<file path="config.mk">
export PLATFORM = sky130hd
export DESIGN_NAME = palette_sequencer_flat
export DESIGN_NICKNAME = d
export VERILOG_FILES = /design/src/rtl/palette_sequencer_if.sv /design/src/rtl/palette_sequencer.sv /design/src/flat_wrapper.sv
export SDC_FILE = /design/constraint.sdc
export NUM_CORES = 1
export LEC_CHECK = 0
export ABC_AREA = 0
export ABC_CLOCK_PERIOD_IN_PS = 2050
export BUFFER_PORTS_ARGS = -buffer_cell sky130_fd_sc_hd__buf_2
export CAP_MARGIN = 20
export CORE_ASPECT_RATIO = 1.25
export CORE_MARGIN = 2
export CORE_UTILIZATION = 48
export DETAILED_ROUTE_END_ITERATION = 7
export GPL_TIMING_DRIVEN = 0
export HOLD_SLACK_MARGIN = 0.05
export PLACE_DENSITY = 0.84
export SKIP_CTS_REPAIR_TIMING = 1
export SLEW_MARGIN = 10
export SYNTH_ARGS = -nofsm -noshare
export SYNTH_HDL_FRONTEND = slang
export SYNTH_SLANG_ARGS = --single-unit
</file>
<file path="constraint.sdc">
create_clock -name clk -period 2.05 [get_ports clk]
set_input_delay 0.205 -clock clk [delete_from_list [all_inputs] [get_ports clk]]
set_output_delay 0.205 -clock clk [all_outputs]
set_load 0.02 [all_outputs]
</file>
<file path="src/rtl/palette_sequencer_if.sv">
// Palette/swap load bus between palette_sequencer (master) and color_processor (slave).
interface palette_sequencer_if;
  logic        frame_start;
  logic [23:0] rgb0;
  logic [23:0] rgb1;
  logic [23:0] rgb2;
  logic [23:0] rgb3;
  logic        color_valid;
  logic        swap_h;
  logic        swap_v;
  logic [1:0]  pal_idx;
  logic        busy;

  modport master (
    input  frame_start,
    output rgb0, rgb1, rgb2, rgb3, color_valid, swap_h, swap_v, pal_idx, busy
  );

  modport slave (
    output frame_start,
    input  rgb0, rgb1, rgb2, rgb3, color_valid, swap_h, swap_v, pal_idx, busy
  );
endinterface

</file>
<file path="src/rtl/palette_sequencer.sv">
// Debounced pushbutton controller that loads palettes and swap pulses into color_processor at frame start.
// Optional AUTO_CYCLE_EN macro adds a frame counter that advances the palette every AUTO_FRAMES frames.
module palette_sequencer #(
  parameter int DEBOUNCE_CYCLES = 16,
  parameter int VALID_CYCLES    = 3,
  parameter int AUTO_FRAMES     = 120
) (
  input  logic                 clk,
  input  logic                 rst,
  input  logic                 btn_next,
  input  logic                 btn_swap_h,
  input  logic                 btn_swap_v,
  palette_sequencer_if.master  bus
);
  localparam int CW = $clog2(DEBOUNCE_CYCLES + 1);
  localparam int LW = $clog2(VALID_CYCLES + 1);

  typedef enum logic [1:0] {IDLE = 2'd0, WAIT_FRAME = 2'd1, LOAD = 2'd2} state_e;

  // Colours packed as {rgb0, rgb1, rgb2, rgb3}.
  function automatic logic [95:0] pal_rom(input logic [1:0] idx);
    case (idx)
      2'd0:    pal_rom = {24'hF0F0F0, 24'h535353, 24'hCCCCCC, 24'h333333};
      2'd1:    pal_rom = {24'hFF0000, 24'h00FF00, 24'h0000FF, 24'hFFFFFF};
      2'd2:    pal_rom = {24'h000000, 24'hFFFF00, 24'h00FFFF, 24'hFF00FF};
      2'd3:    pal_rom = {24'h808080, 24'h400000, 24'h004000, 24'h000040};
      default: pal_rom = 96'd0;
    endcase
  endfunction

  // Button bit order: [0] next, [1] swap_h, [2] swap_v.
  logic [2:0]    sync1_q, sync2_q, level_q, level_d, rise_s;
  logic [CW-1:0] db_cnt_q [3];
  logic [CW-1:0] db_cnt_d [3];

  state_e        state_q, state_d;
  logic [LW-1:0] load_cnt_q, load_cnt_d;
  logic [1:0]    pal_idx_q, pal_idx_d;
  logic [95:0]   rgb_q, rgb_d;
  logic          color_valid_q, color_valid_d;
  logic          swap_h_q, swap_h_d, swap_v_q, swap_v_d;
  logic          busy_q, busy_d;
  logic          next_pend_q, next_pend_d;
  logic          swh_pend_q, swh_pend_d, swv_pend_q, swv_pend_d;
  logic          next_ev_s;

  // Debounce: accept a new level after DEBOUNCE_CYCLES consecutive differing samples.
  always_comb begin
    for (int i = 0; i < 3; i++) begin
      level_d[i]  = level_q[i];
      db_cnt_d[i] = db_cnt_q[i];
      rise_s[i]   = 1'b0;
      if (sync2_q[i] != level_q[i]) begin
        if (db_cnt_q[i] == CW'(DEBOUNCE_CYCLES - 1)) begin
          level_d[i]  = sync2_q[i];
          db_cnt_d[i] = {CW{1'b0}};
          rise_s[i]   = sync2_q[i];
        end else begin
          db_cnt_d[i] = db_cnt_q[i] + CW'(1);
        end
      end else begin
        db_cnt_d[i] = {CW{1'b0}};
      end
    end
  end

`ifdef AUTO_CYCLE_EN
  logic [7:0] frm_cnt_q, frm_cnt_d;
  logic       auto_ev_s;

  // Frame counter; a manual next press restarts the count.
  always_comb begin
    frm_cnt_d = frm_cnt_q;
    auto_ev_s = 1'b0;
    if (rise_s[0]) begin
      frm_cnt_d = 8'd0;
    end else if (bus.frame_start) begin
      if (frm_cnt_q == 8'(AUTO_FRAMES - 1)) begin
        frm_cnt_d = 8'd0;
        auto_ev_s = 1'b1;
      end else begin
        frm_cnt_d = frm_cnt_q + 8'd1;
      end
    end else begin
      frm_cnt_d = frm_cnt_q;
    end
  end

  // Frame counter register.
  always_ff @(posedge clk or negedge rst) begin
    if (!rst) frm_cnt_q <= 8'd0;
    else      frm_cnt_q <= frm_cnt_d;
  end

  assign next_ev_s = rise_s[0] | auto_ev_s;
`else
  assign next_ev_s = rise_s[0];
`endif

  // Load FSM, pending-request flags and frame-aligned swap pulses.
  always_comb begin
    state_d       = state_q;
    load_cnt_d    = load_cnt_q;
    pal_idx_d     = pal_idx_q;
    rgb_d         = rgb_q;
    color_valid_d = 1'b0;
    swap_h_d      = 1'b0;
    swap_v_d      = 1'b0;
    swh_pend_d    = swh_pend_q;
    swv_pend_d    = swv_pend_q;
    next_pend_d   = next_ev_s ? 1'b1 : next_pend_q;
    case (state_q)
      IDLE: begin
        if (next_pend_q) begin
          next_pend_d = 1'b0;
          pal_idx_d   = pal_idx_q + 2'd1;
          state_d     = WAIT_FRAME;
        end else begin
          state_d = IDLE;
        end
      end
      WAIT_FRAME: begin
        if (bus.frame_start) begin
          rgb_d         = pal_rom(pal_idx_q);
          color_valid_d = 1'b1;
          load_cnt_d    = LW'(1);
          state_d       = LOAD;
        end else begin
          state_d = WAIT_FRAME;
        end
      end
      LOAD: begin
        if (load_cnt_q == LW'(VALID_CYCLES)) begin
          state_d = IDLE;
        end else begin
          load_cnt_d    = load_cnt_q + LW'(1);
          color_valid_d = 1'b1;
        end
      end
      default: state_d = IDLE;
    endcase

    // A pending flag holds one request; extra presses while set are dropped.
    if (bus.frame_start && swh_pend_q) begin
      swap_h_d   = 1'b1;
      swh_pend_d = 1'b0;
    end else if (rise_s[1]) begin
      swh_pend_d = 1'b1;
    end else begin
      swh_pend_d = swh_pend_q;
    end
    if (bus.frame_start && swv_pend_q) begin
      swap_v_d   = 1'b1;
      swv_pend_d = 1'b0;
    end else if (rise_s[2]) begin
      swv_pend_d = 1'b1;
    end else begin
      swv_pend_d = swv_pend_q;
    end

    busy_d = (state_d != IDLE) | next_pend_d;
  end

  // State and output registers; reset leaves a palette-0 load pending.
  always_ff @(posedge clk or negedge rst) begin
    if (!rst) begin
      sync1_q       <= 3'b000;
      sync2_q       <= 3'b000;
      level_q       <= 3'b000;
      for (int i = 0; i < 3; i++) db_cnt_q[i] <= {CW{1'b0}};
      state_q       <= WAIT_FRAME;
      load_cnt_q    <= {LW{1'b0}};
      pal_idx_q     <= 2'd0;
      rgb_q         <= 96'd0;
      color_valid_q <= 1'b0;
      swap_h_q      <= 1'b0;
      swap_v_q      <= 1'b0;
      busy_q        <= 1'b0;
      next_pend_q   <= 1'b0;
      swh_pend_q    <= 1'b0;
      swv_pend_q    <= 1'b0;
    end else begin
      sync1_q       <= {btn_swap_v, btn_swap_h, btn_next};
      sync2_q       <= sync1_q;
      level_q       <= level_d;
      for (int i = 0; i < 3; i++) db_cnt_q[i] <= db_cnt_d[i];
      state_q       <= state_d;
      load_cnt_q    <= load_cnt_d;
      pal_idx_q     <= pal_idx_d;
      rgb_q         <= rgb_d;
      color_valid_q <= color_valid_d;
      swap_h_q      <= swap_h_d;
      swap_v_q      <= swap_v_d;
      busy_q        <= busy_d;
      next_pend_q   <= next_pend_d;
      swh_pend_q    <= swh_pend_d;
      swv_pend_q    <= swv_pend_d;
    end
  end

  assign bus.rgb0        = rgb_q[95:72];
  assign bus.rgb1        = rgb_q[71:48];
  assign bus.rgb2        = rgb_q[47:24];
  assign bus.rgb3        = rgb_q[23:0];
  assign bus.color_valid = color_valid_q;
  assign bus.swap_h      = swap_h_q;
  assign bus.swap_v      = swap_v_q;
  assign bus.pal_idx     = pal_idx_q;
  assign bus.busy        = busy_q;
endmodule

</file>
<file path="src/flat_wrapper.sv">
// flat-port wrapper written by rule: the top's interface ports become plain ports
module palette_sequencer_flat 
#(
  parameter int DEBOUNCE_CYCLES = 16,
  parameter int VALID_CYCLES    = 3,
  parameter int AUTO_FRAMES     = 120
)
  (clk, rst, btn_next, btn_swap_h, btn_swap_v, bus_frame_start, bus_rgb0, bus_rgb1, bus_rgb2, bus_rgb3, bus_color_valid, bus_swap_h, bus_swap_v, bus_pal_idx, bus_busy);
  palette_sequencer_if bus_i ();
  input  logic clk;
  input  logic rst;
  input  logic btn_next;
  input  logic btn_swap_h;
  input  logic btn_swap_v;
  input wire logic [$bits(bus_i.frame_start)-1:0] bus_frame_start;
  output wire logic [$bits(bus_i.rgb0)-1:0] bus_rgb0;
  output wire logic [$bits(bus_i.rgb1)-1:0] bus_rgb1;
  output wire logic [$bits(bus_i.rgb2)-1:0] bus_rgb2;
  output wire logic [$bits(bus_i.rgb3)-1:0] bus_rgb3;
  output wire logic [$bits(bus_i.color_valid)-1:0] bus_color_valid;
  output wire logic [$bits(bus_i.swap_h)-1:0] bus_swap_h;
  output wire logic [$bits(bus_i.swap_v)-1:0] bus_swap_v;
  output wire logic [$bits(bus_i.pal_idx)-1:0] bus_pal_idx;
  output wire logic [$bits(bus_i.busy)-1:0] bus_busy;
  assign bus_i.frame_start = bus_frame_start;
  assign bus_rgb0 = bus_i.rgb0;
  assign bus_rgb1 = bus_i.rgb1;
  assign bus_rgb2 = bus_i.rgb2;
  assign bus_rgb3 = bus_i.rgb3;
  assign bus_color_valid = bus_i.color_valid;
  assign bus_swap_h = bus_i.swap_h;
  assign bus_swap_v = bus_i.swap_v;
  assign bus_pal_idx = bus_i.pal_idx;
  assign bus_busy = bus_i.busy;
  palette_sequencer #(.DEBOUNCE_CYCLES(DEBOUNCE_CYCLES), .VALID_CYCLES(VALID_CYCLES), .AUTO_FRAMES(AUTO_FRAMES)) u_core (.clk(clk), .rst(rst), .btn_next(btn_next), .btn_swap_h(btn_swap_h), .btn_swap_v(btn_swap_v), .bus(bus_i));
endmodule
</file>
==> summary.md <==
| Metric | Value |
|---|---|
| CP Class | `reg -> reg` |
| Clk root buf | `clkbuf_8` |
| Post-Layout Cell Count | `430` |
| Dpl hpwl | `3.27 mm` |
| Switching Share | `21.9%` |
| Post-synth EDFFs | `0` |
| Drt initial violations | `70` |
| Pwr/cell area | `519 nW/um^2` |
| Final Skew | `8.63 ps` |
| Synth area leaders | `dfrtp_1, buf_4, ha_1` |
| Min cycle time layout | `1610 ps` |
| Met2 Track Usage GR | `27.7%` |
| Clock transition at the registers of the reported paths | `80 ps` |
| Core ar. | `5370 um^2` |
| Status | `completed` |
| CTS tree | `done` |
| Final Hold Fails | `0` |
| GPL Wtd Cong | `0.715` |
| Max VDD drop | `465 uV` |
| Routed Wire Length | `4.37 mm` |
| Worst skew pair latency | `300 ps` |
| Critical-path maximum fanout | `4` |
| Pint | `1.38 mW` |
| Ports | `108` |
| CTS Sinks | `48` |
| Net Sw Power | `387 uW` |
| Diode count | `0` |
| P_leak | `2.12 nW` |
| Sequential area share after synthesis | `45.6%` |
| Sequential cell area | `1200 um^2` |
| Setup Viol. Count Final | `0` |
| CP startpoint kind | `register` |
| Detail Route Antenna Nets | `0` |
| Die Wd | `70.3 um` |
| Overflow after GRT | `0` |
| First-pass GRT wire length | `7.45 mm` |
| Final worst path period share | `78.4%` |
| Slew HR | `60.0%` |
| Drt wl/cell | `10.2 um` |
| Vias in the first global route | `1641` |
| First-pass DRT Iterations | `4` |
| Row cnt | `30` |
| Post-Layout Inst Area | `3410 um^2` |
| Total negative slack | `0 ps` |
| Combinational fraction of design power | `6.9%` |
| Area occupied by multi-input gates | `812 um^2` |
| Synth area leader | `dfrtp_1` |
| Post-layout util | `63.4%` |
| Post-route DRC violation count | `0` |
| Fin. max-slew vios | `0` |
| Yosys cell types | `31` |
| Clock power frac | `37.5%` |
| FF+latch count, synth | `48` |
| Yosys top cell area share | `44.6%` |
| Slowest stage cell, crit path | `dfstp_2` |
| Cell Count Post-Placement | `417` |
| Synthesis-to-finish area growth | `29.1%` |
| H-tree levels | `2` |
| CP Data Required Time | `2220 ps` |
| Worst Path Arrival | `1780 ps` |
| Fmax | `0.622 GHz` |
| Avg Inst Size Synth | `10.7 um^2` |
| Primary FF master, synth | `dfrtp_1` |
| Largest net degree at the start of global routing | `49` |
| Dpl cell area | `3230 um^2` |
| Die area | `6110 um^2` |
| Antenna violations before repair | `0` |
| Share of power burned in registers | `55.6%` |
| Final total power | `1.77 mW` |
| Routing usage on met1 | `17.0%` |
| CTS Buf Count | `5` |
| Hold Path Class | `in -> reg` |
| Max Cap Viol | `0` |
| Ys async rst share | `100%` |
| Nets | `385` |
| Grt peak-use layer | `met2` |
| GRT Overall Usage | `14.9%` |
| Layout cells sized above 1 | `54.4%` |
| Vias | `1829` |
| CP endpoint kind | `register` |
| Fill cell count | `433` |
| Number of synthesis warnings | `0` |
| Maximum buffer depth of the clock tree | `2` |
| Crit path cell chain | `inv_1 > ha_1 > nand2_1 > a31oi_1 > or3_1` |
| Effective utilization at floorplan | `49.2%` |
| Post-Synthesis Cell Area | `2640 um^2` |
| Vias per cell | `4.25` |
| CP peak stage delay | `560 ps` |
| FF-to-FF setup slack | `440 ps` |
| Synth Instances | `247` |
| Count of input and output buffers | `91` |
| Die height | `86.9 um` |
| Least-Margin Pin Slew | `600 ps` |
| RSZ-0062 raised after global routing | `no` |
| Met3 GRT Util | `3.36%` |
-- flip-flops by register name (all words and copies together) (netlist names) --
register                flops
u_core.db_cnt_q            15
u_core.rgb_q               11
u_core.level_q              3
u_core.sync1_q              3
u_core.sync2_q              3
u_core.bus.pal_idx          2
u_core.load_cnt_q           2
u_core.state_q              2
u_core.bus.busy             1
u_core.bus.color_valid      1
u_core.bus.swap_h           1
u_core.bus.swap_v           1
u_core.next_pend_q          1
u_core.swh_pend_q           1
u_core.swv_pend_q           1
-- cells in the final DEF (no fill, tap or decap), types with 2 or more instances in the layout --
master         count
buf_2             92
nand3b_1           4
and2_1             6
dlygate4sd3_1      4
o21ai_0            5
buf_4             86
dfrtp_1           47
a31oi_1            4
and2_2             2
o21ai_1            5
xor2_1             9
nor2_1             8
conb_1            16
o22ai_1            2
nand4b_1           3
nand3_1            3
inv_1              8
mux2_2             8
nand2b_1           4
clkbuf_8           5
ha_1              14
nand2_1           16
-- worst paths after layout --
kind | startpoint | end | cells past startpoint
min reg2reg | u_core.sync1_q[1] | u_core.sync2_q[1] | 0
max | u_core.state_q[0] | u_core.bus.busy | 5
max in group asynchronous | rst | u_core.db_cnt_q[11] | 3
min | bus_frame_start | u_core.swv_pend_q | 2
min in group asynchronous | rst | u_core.bus.swap_h | 2
max reg2reg | u_core.state_q[0] | u_core.bus.busy | 5
-- power by group through the flow --
stage / sequential [mW] / combinational (mW) / clock [mW]
after floorplan: 0.998 / 0.0779 / 0
after global placement: 0.999 / 0.107 / 0
after detailed placement: 1.00 / 0.111 / 0
after CTS: 0.983 / 0.111 / 0.690
after global routing: 0.987 / 0.138 / 0.732
final: 0.983 / 0.122 / 0.663
-- metrics by stage --
stage / hold WS [ps] / setup WS, ps
floorplan: -90.6 / 591
global placement: 313 / 488
detailed placement: 315 / 454
CTS: -2.87 / 426
global route: 210 / 330
finish: 209 / 443
-- logic make-up (layout without fill, tap and decap cells) --
logic type                 after synthesis  after routing  share of synthesized area, %
buffers and inverters                   95            199                          25.8
and+or+nand+nor                         50             50                          10.2
DFF                                     48             48                          45.6
AOI/OAI and AO/OA                       21             21                          4.88
adders and majority gates               14             14                          6.64
xor gates and xnor gates                10             10                          3.32
muxes                                    8              8                          3.41
other                                    1             16                         0.142
-- worst max-delay path: cells and delay by family, from the launching register on --
kind | cells | cell delay [ps]
fa+ha+maj | 1 | 220
simple gates | 2 | 520
flops | 1 | 560
compound gates | 1 | 130
buf+inv | 1 | 60
-- synth_stat cells, types with 2 or more instances --
cell type,number
and2_2,2
ha_1,14
nand2b_1,4
inv_1,8
mux2_2,8
xor2_1,9
o21ai_0,5
nand3b_1,4
nand4b_1,3
buf_4,86
dfrtp_1,47
o21ai_1,5
o22ai_1,2
nor2_1,8
a31oi_1,4
nand2_1,16
and2_1,6
nand3_1,3
-- area by class of cell --
class,instances,share of cell area (%)
tap,64,2.35
clock buffer,6,2.13
sequential,48,35.3
timing repair buffer,96,15.4
multi-input combinational,119,23.8
clock inverter,2,1.03
buffer,87,19.1
inverter,8,0.882
-- metal layers --
| layer | routed length [um] | part of all wire (%) |
|---|---|---|
| met3 | 305 | 7.0 |
| met1 | 1720 | 39 |
| met5 | 0 | 0 |
| met2 | 2300 | 53 |
| met4 | 43 | 0.98 |
Note: power is estimated with default switching activity, not from simulation.
